### src/rtl/truth_table_scanner.sv
// truth_table_scanner
//
// Purpose:
//   Walks a 4-input gate block through all sixteen {W,X,Y,Z} input codes.
//   The walk starts at START_CODE and wraps modulo 16. The scanner records
//   the gate's V response for each code into a 16-bit table. It also counts
//   how many entries disagree with a golden table supplied by the user.
//   Each code is held for SETTLE+1 cycles. V is sampled on the last of
//   those cycles.
//
// Parameters:
//   SETTLE     : extra hold cycles per vector before V is sampled (0..15)
//   START_CODE : first {W,X,Y,Z} code of every scan
//
// Ports:
//   clk        in   1  clock, rising edge
//   rst        in   1  synchronous active-high reset
//   start      in   1  scan request, only looked at while idle
//   expected   in  16  golden truth table, bit index = {W,X,Y,Z}
//   v_in       in   1  V output of the gate block under test
//   w,x,y,z    out  1  registered drive to gate inputs W,X,Y,Z
//   busy       out  1  high while a scan is in progress
//   done       out  1  one-cycle pulse after the 16th sample
//   tbl        out 16  captured truth table, bit index = {W,X,Y,Z}
//                      (named tbl because "table" is a reserved word)
//   err_count  out  5  number of captured bits differing from expected
//   mismatch   out  1  err_count != 0
module truth_table_scanner #(
  parameter int         SETTLE     = 1,
  parameter logic [3:0] START_CODE = 4'b1000
) (
  input  logic        clk,
  input  logic        rst,
  input  logic        start,
  input  logic [15:0] expected,
  input  logic        v_in,
  output logic        w,
  output logic        x,
  output logic        y,
  output logic        z,
  output logic        busy,
  output logic        done,
  output logic [15:0] tbl,
  output logic [4:0]  err_count,
  output logic        mismatch
);

  typedef enum logic [1:0] {
    S_IDLE   = 2'd0,
    S_DRIVE  = 2'd1,
    S_SAMPLE = 2'd2,
    S_DONE   = 2'd3
  } state_t;

  // Last value of the settle counter before moving to SAMPLE.
  // When SETTLE is 0, DRIVE is never entered and this value is unused.
  localparam int         SETTLE_LAST_I = (SETTLE > 0) ? SETTLE - 1 : 0;
  localparam logic [3:0] SETTLE_LAST   = SETTLE_LAST_I[3:0];
  // After a start or a code step, DRIVE is skipped entirely when there is
  // no settle time.
  localparam state_t     STEP_STATE    = (SETTLE == 0) ? S_SAMPLE : S_DRIVE;

  state_t      r_state;
  state_t      w_next_state;
  logic [3:0]  r_code;
  logic [3:0]  r_settle_cnt;
  logic [3:0]  r_sample_cnt;   // samples already taken in this scan
  logic [15:0] r_table;
  logic [4:0]  r_err_count;

  logic        w_accept;
  logic        w_sample;
  logic        w_last_sample;

  assign w_accept      = (r_state == S_IDLE) && start;
  assign w_sample      = (r_state == S_SAMPLE);
  assign w_last_sample = (r_sample_cnt == 4'd15);

  // Next-state and decoded outputs
  always_comb begin
    w_next_state = r_state;
    busy         = 1'b0;
    done         = 1'b0;
    case (r_state)
      S_IDLE: begin
        if (start) w_next_state = STEP_STATE;
      end
      S_DRIVE: begin
        busy = 1'b1;
        if (r_settle_cnt == SETTLE_LAST) w_next_state = S_SAMPLE;
      end
      S_SAMPLE: begin
        busy         = 1'b1;
        w_next_state = w_last_sample ? S_DONE : STEP_STATE;
      end
      S_DONE: begin
        done         = 1'b1;
        w_next_state = S_IDLE;
      end
      default: w_next_state = S_IDLE;
    endcase
  end

  // State, vector drive, capture and error accumulation
  always_ff @(posedge clk) begin
    if (rst) begin
      r_state      <= S_IDLE;
      r_code       <= 4'd0;
      r_settle_cnt <= 4'd0;
      r_sample_cnt <= 4'd0;
      r_table      <= 16'h0000;
      r_err_count  <= 5'd0;
    end else begin
      r_state <= w_next_state;
      if (w_accept) begin
        r_code       <= START_CODE;
        r_settle_cnt <= 4'd0;
        r_sample_cnt <= 4'd0;
        r_table      <= 16'h0000;
        r_err_count  <= 5'd0;
      end else if (w_sample) begin
        // Golden bit is read at the sample edge, so late edits to
        // expected only affect codes not yet visited.
        r_table[r_code] <= v_in;
        if (v_in != expected[r_code]) r_err_count <= r_err_count + 5'd1;
        r_sample_cnt <= r_sample_cnt + 4'd1;
        r_settle_cnt <= 4'd0;
        // After the final sample the code is left in place so w..z keep
        // showing the last vector through DONE and IDLE.
        if (!w_last_sample) r_code <= r_code + 4'd1;
      end else if (r_state == S_DRIVE) begin
        r_settle_cnt <= r_settle_cnt + 4'd1;
      end
    end
  end

  assign {w, x, y, z} = r_code;
  assign tbl          = r_table;
  assign err_count    = r_err_count;
  assign mismatch     = (r_err_count != 5'd0);

endmodule

### config.mk
export PLATFORM = sky130hd
export DESIGN_NAME = truth_table_scanner
export DESIGN_NICKNAME = d
export VERILOG_FILES = /design/src/rtl/truth_table_scanner.sv
export SDC_FILE = /design/constraint.sdc
export NUM_CORES = 1
export LEC_CHECK = 0
export BUFFER_PORTS_ARGS = -buffer_cell sky130_fd_sc_hd__buf_2
export CAP_MARGIN = 30
export CORE_MARGIN = 2
export CORE_UTILIZATION = 56
export CTS_CLUSTER_DIAMETER = 150
export DETAILED_ROUTE_END_ITERATION = 7
export GPL_TIMING_DRIVEN = 1
export PLACE_DENSITY = 0.84
export SYNTH_ARGS = -nofsm -noshare
export SYNTH_HDL_FRONTEND = slang
export SYNTH_SLANG_ARGS = --single-unit
### constraint.sdc
create_clock -name clk -period 6.6 [get_ports clk]
set_input_delay 0.99 -clock clk [delete_from_list [all_inputs] [get_ports clk]]
set_output_delay 0.99 -clock clk [all_outputs]
set_load 0.05 [all_outputs]
Yosys cells after proc, flatten, opt, wreduce, memory -nomap -nowiden

Cells that the tools add are included.

Bits in writable memories: 0
Input bits: 20
Bits in read-only memories: 0
Output and inout bits: 28
Word-level logic and storage cells: 49
Memories: 0
Flip-flop bits (word level): 35
Latch bits: 0

Equality and inequality tests: 8
$lt $le $gt $ge: 2
$mul: 0
Mux-type cells: 14
Divide/modulo/power cells: 0
Reductions and logical operators: 13
$add $sub $neg: 4
Shift operators: 0
Bitwise logic cells: 1

Operators by type and width:

| kind                                                                  | count |
|---|---|
| 16-bit bitwise mux                                                    | 1 |
| 4-bit by 1-bit adder with 4-bit output, second input constant         | 3 |
| 4-bit 2-to-1 mux                                                      | 3 |
| 2-bit case mux with 4 select lines                                    | 1 |
| 2-bit AND reduction                                                   | 4 |
| 2-bit 2-to-1 mux                                                      | 3 |
| 2-bit != test, second input constant                                  | 3 |
| 5-bit by 1-bit adder with 5-bit output, second input constant         | 1 |
| 4-bit by 5-bit < comparator with 1-bit output, second input constant  | 1 |
| 5-bit nonzero test                                                    | 1 |
| 1-bit binary-select mux with 4-bit select                             | 1 |
| 1-bit demux with 4-bit select                                         | 1 |
| 2-bit == test, second input constant                                  | 2 |
| 4-bit == test, second input constant                                  | 1 |
| 4-bit by 1-bit >= comparator with 1-bit output, second input constant | 1 |
| 4-bit zero test                                                       | 1 |
| 1-bit 2-to-1 mux                                                      | 4 |
| 2-bit OR reduction                                                    | 2 |
| 3-bit OR reduction                                                    | 1 |
| 2-bit by 1-bit == test with 1-bit output, second input constant       | 1 |
| 1-bit logical AND                                                     | 2 |
| 2-bit zero test                                                       | 1 |
| 2-bit nonzero test                                                    | 1 |
| 1-bit != test                                                         | 1 |
| 1-bit NOT                                                             | 1 |

Logic depth before layout (Yosys ltp)

Word-level depth: 5
Gate-level depth with buffers: 7

Worst setup path after synthesis

OpenSTA, ideal clock, no wires.

Kind: in2reg
Start: input port expected[6]
End: register r_err_count[4] (netlist: err_count[4])
Path buffers: 0
Cell stages on the path: 5
Setup slack: 3783 ps
Data arrival time: 2746 ps
Required time: 6529 ps
Cell sequence: mux4_1 > mux4_2 > mux2_4 > or3_1 > a21oi_1

Word-level cells in the longest chain between the ends: 4

Ends and longest elaborated chain:

| item                                      | line | text |
|---|---|---|
| from (decl)                               | 35   | `input logic [15:0] expected,` |
| 1-bit binary-select mux with 4-bit select | 125  | `if (v_in != expected[r_code]) r_err_count <= r_err_count + 5'd1;` |
| 1-bit 2-to-1 mux (implied by the code)    | 125  |  |
| 1-bit != test                             | 125  |  |
| 2-bit AND reduction (no line)             | -    |  |
| to (signal assigned)                      | 125  |  |
| to (decl)                                 | 69   | `logic [4:0] r_err_count;` |

No other way between the ends. The select of a mux whose other input is x is not followed.
A chain may end at the register's enable or synchronous reset.

Final worst setup path

Start: register r_code[2]
End: register r_err_count[4] (netlist: err_count[4])

Word-level cells in the longest chain between the ends: 4

Ends and longest elaborated chain:

| item                                      | line | text |
|---|---|---|
| from (decl)                               | 65   | `logic [3:0] r_code;` |
| from (signal assigned)                    | 130  | `if (!w_last_sample) r_code <= r_code + 4'd1;` |
| 1-bit binary-select mux with 4-bit select | 125  |  |
| 1-bit 2-to-1 mux (implied by the code)    | 125  |  |
| 1-bit != test                             | 125  |  |
| 2-bit AND reduction (no line)             | -    |  |

No other way between the ends. The select of a mux whose other input is x is not followed.

==> run_results.csv <==
group,metric,value,unit
run_status,status,"completed",
place,dp.cells,276,
cts,cts_tree,"yes",
finish,drive_gt1_share,25.3,%
cts,cts_buffer_depth,2,
route,drc,0,
critical_path,critPathKind,"reg -> reg",
cts,path_clk_slew,120,ps
route,wl_per_cell,12.9,um
critical_path,crit_required,6880,ps
floorplanning,die_h,60.9,um
floorplanning,rows,20,
critical_path,cp_slowest_cell,"dfxtp_1",
cts,htreeDepth,2,
hold_path,hold_path_class,"reg -> reg",
finish,area_delta_synth_final,19.0,%
sta,setup_violations,0,
sta,rsz0062_at_grt,"no",
finish,fin_nets,274,
floorplanning,num_io_pins,48,
pwr,p_per_area,222,nW/um^2
route,dr_total_vias,1532,
logic_synthesis,synth.cell_area,1810,sq um
pwr,intPower,309,uW
critical_path,path_cells,"mux4_1 > mux4_2 > mux2_4 > or3_1 > a21oi_1",
critical_path,crit_path_end_kind,"flip-flop",
global_route,grt_pass1_vias,1416,
critical_path,worst_ep_arrival_time,3000,ps
sta,finalCritPeriodShare,41.3,%
cts,cts_root_buffer,"clkbuf_4",
pwr,totalPowerFinal,479,uW
place,place_ws,3600,ps
cts,cts_setup_buffers,0,
logic_synthesis,syn_avg_cell_area,9.35,sq um
cts,numCtsBuffers,5,
sta,finalWorstSetupSlack,3880,ps
place,gp_congestion,0.761,
floorplanning,core_area,3080,sq um
route,drt_iter0_markers,72,
cts,cts_sinks,35,
floorplanning,initial_core_util,58.9,%
place,port_buffers,47,
sta,tns,0,ps
cts,cts_resized,0,
floorplanning,die_w,60.9,um
sta,hold_violations,0,
critical_path,worstPathMaxFanout,14,
pwr,peakVddDrop,0.129,mV
pwr,p_comb_share,27.1,%
pwr,clkPwrFrac,24.4,%
pwr,swShare,35.5,%
global_route,grt_max_degree,32,
cts,hold_buffers,0,
sta,finClkSkew,7.67,ps
global_route,overflow,0,
logic_synthesis,ys_warn_count,0,
pwr,p_leak,0.00102,uW
route,drtAntennaViolNets,0,
pwr,p_sw,170,uW
logic_synthesis,synth_cells,194,
route,first_pass_iters,4,
floorplanning,dieArea,3710,sq um
critical_path,critical_path_buf_inv_count,0,
finish,antennaDiodeCount,0,
route,viasPerCell,5.38,
global_route,grt_use_total,22.0,%
place,hpwlAfterDp,2650,um
job,maxCapViolations,0,
logic_synthesis,ys_types,25,
critical_path,start_kind,"flip-flop",
finish,fin_cells,285,
sta,worstMarginPinSlew,555,ps
sta,period_needed,2720,ps
sta,hold-worst-slack,503,ps
logic_synthesis,syn_nets,228,
pwr,seqPwrFrac,48.4,%
sta,drv_slew,0,
sta,fmax,0.367,GHz
sta,slew_headroom,63.0,%
logic_synthesis,yosysSeqAreaShare,38.6,%
route,drt-total-wl,3690,um
critical_path,critPathMaxStageDelay,690,ps
cts,clk_latency,340,ps
logic_synthesis,ys_ff_latch,35,
global_route,grt_pass1_wl,5990,um
critical_path,cpLargestDelayFamily,"multiplexers",
global_route,grt_antenna_before_repair,0,
[final timing paths]
path	startpoint	endpoint	slack (ps)	cells after the start
max	r_code[2]$_SDFFE_PP0P_	err_count[4]$_SDFFE_PP0P_	3880	5
min	tbl[10]$_SDFFE_PP0P_	tbl[10]$_SDFFE_PP0P_	500	2
max reg2reg	r_code[2]$_SDFFE_PP0P_	err_count[4]$_SDFFE_PP0P_	3880	5
min reg2reg	tbl[10]$_SDFFE_PP0P_	tbl[10]$_SDFFE_PP0P_	500	2
[cell type report]
class	instances	area [sq um]
multi-input combinational	140	1030
fill	250	920
sequential	35	701
timing repair buffer	49	278
tap	44	55.1
clock buffer	5	37.5
inverter	9	33.8
clock inverter	3	20.0
[power groups by stage]
stage	Clock (uW)	Combinational, uW	Sequential (uW)
floorplan	0	90.6	241
global placement	0	116	236
detailed placement	0	126	237
CTS	120	127	232
global route	129	143	234
finish	117	130	232
[kinds of logic after synthesis]
kind of cell	Yosys count	synth area share, %
AO/OA/AOI/OAI	12	3.59
adder cells (fa/ha/maj)	14	9.66
XOR/XNOR	10	4.83
AND/OR/NAND/NOR	78	20.2
buffers and inverters	19	4.35
multiplexers	26	18.7
flip-flops	35	38.6
[sequential cells by signal, indices dropped and copies added, names as in the netlist]
signal        cells
tbl              16
r_code            4
r_sample_cnt      4
r_state           2
err_count         5
r_settle_cnt      4
[synth_stat cells (all sizes together)]
master | n | area, sq um
nor2 | 29 | 109
xor2 | 5 | 43.8
mux2i | 20 | 200
nand4 | 7 | 43.8
buf | 1 | 11.3
mux4 | 5 | 124
xnor2 | 5 | 43.8
clkbuf | 9 | 33.8
nor2b | 2 | 12.5
and2b | 1 | 7.51
a21oi | 8 | 40.0
ha | 14 | 175
inv | 9 | 33.8
nand3 | 19 | 95.1
mux2 | 1 | 15.0
nand2b | 3 | 18.8
nand2 | 10 | 37.5
or4b | 1 | 10.0
dfxtp | 35 | 701
a21o | 1 | 7.51
o21ai | 2 | 10.0
nor3 | 4 | 20.0
a211oi | 1 | 7.51
or3 | 2 | 12.5
[worst register-to-register path, delay by kind of cell (launching register included)]
| family | cells | cell delay (ps) |
|---|---|---|
| AOI/OAI and AO/OA | 1 | 130 |
| and+or+nand+nor | 1 | 350 |
| DFF | 1 | 690 |
| muxes | 3 | 1510 |
[cell usage in the layout, fill, tap and decap left out, drive strengths merged]
| master | netlist | routed |
|---|---|---|
| a211oi | 1 | 1 |
| a21o | 1 | 1 |
| a21oi | 8 | 8 |
| and2b | 1 | 1 |
| buf | 1 | 49 |
| clkbuf | 9 | 5 |
| clkinv | 0 | 1 |
| clkinvlp | 0 | 2 |
| dfxtp | 35 | 35 |
| ha | 14 | 14 |
| inv | 9 | 9 |
| mux2 | 1 | 1 |
| mux2i | 20 | 20 |
| mux4 | 5 | 5 |
| nand2 | 10 | 10 |
| nand2b | 3 | 3 |
| nand3 | 19 | 19 |
| nand4 | 7 | 7 |
| nor2 | 29 | 29 |
| nor2b | 2 | 2 |
| nor3 | 4 | 4 |
| o21ai | 2 | 2 |
| or3 | 2 | 2 |
| or4b | 1 | 1 |
| xnor2 | 5 | 5 |
| xor2 | 5 | 5 |
[per-stage QoR]
stage | area [sq um] | utilization, %
4_1_cts | 2140 | 69.6
3_5_place_dp | 2090 | 67.8
6_report | 2160 | 70.1
3_3_place_gp | 2060 | 66.9
2_1_floorplan | 1810 | -
5_1_grt | 2160 | 70.1
[per-layer routing]
layer / global-route usage, % / wire (um) / vias to the layer above
li1: - / - / 758
met1: 25.8 / 1550 / 731
met2: 38.4 / 1900 / 37
met3: 4.69 / 164 / 6
met4: 9.94 / 68 / 0
met5: 0 / 0 / -
(Power assumes the default switching activity.)
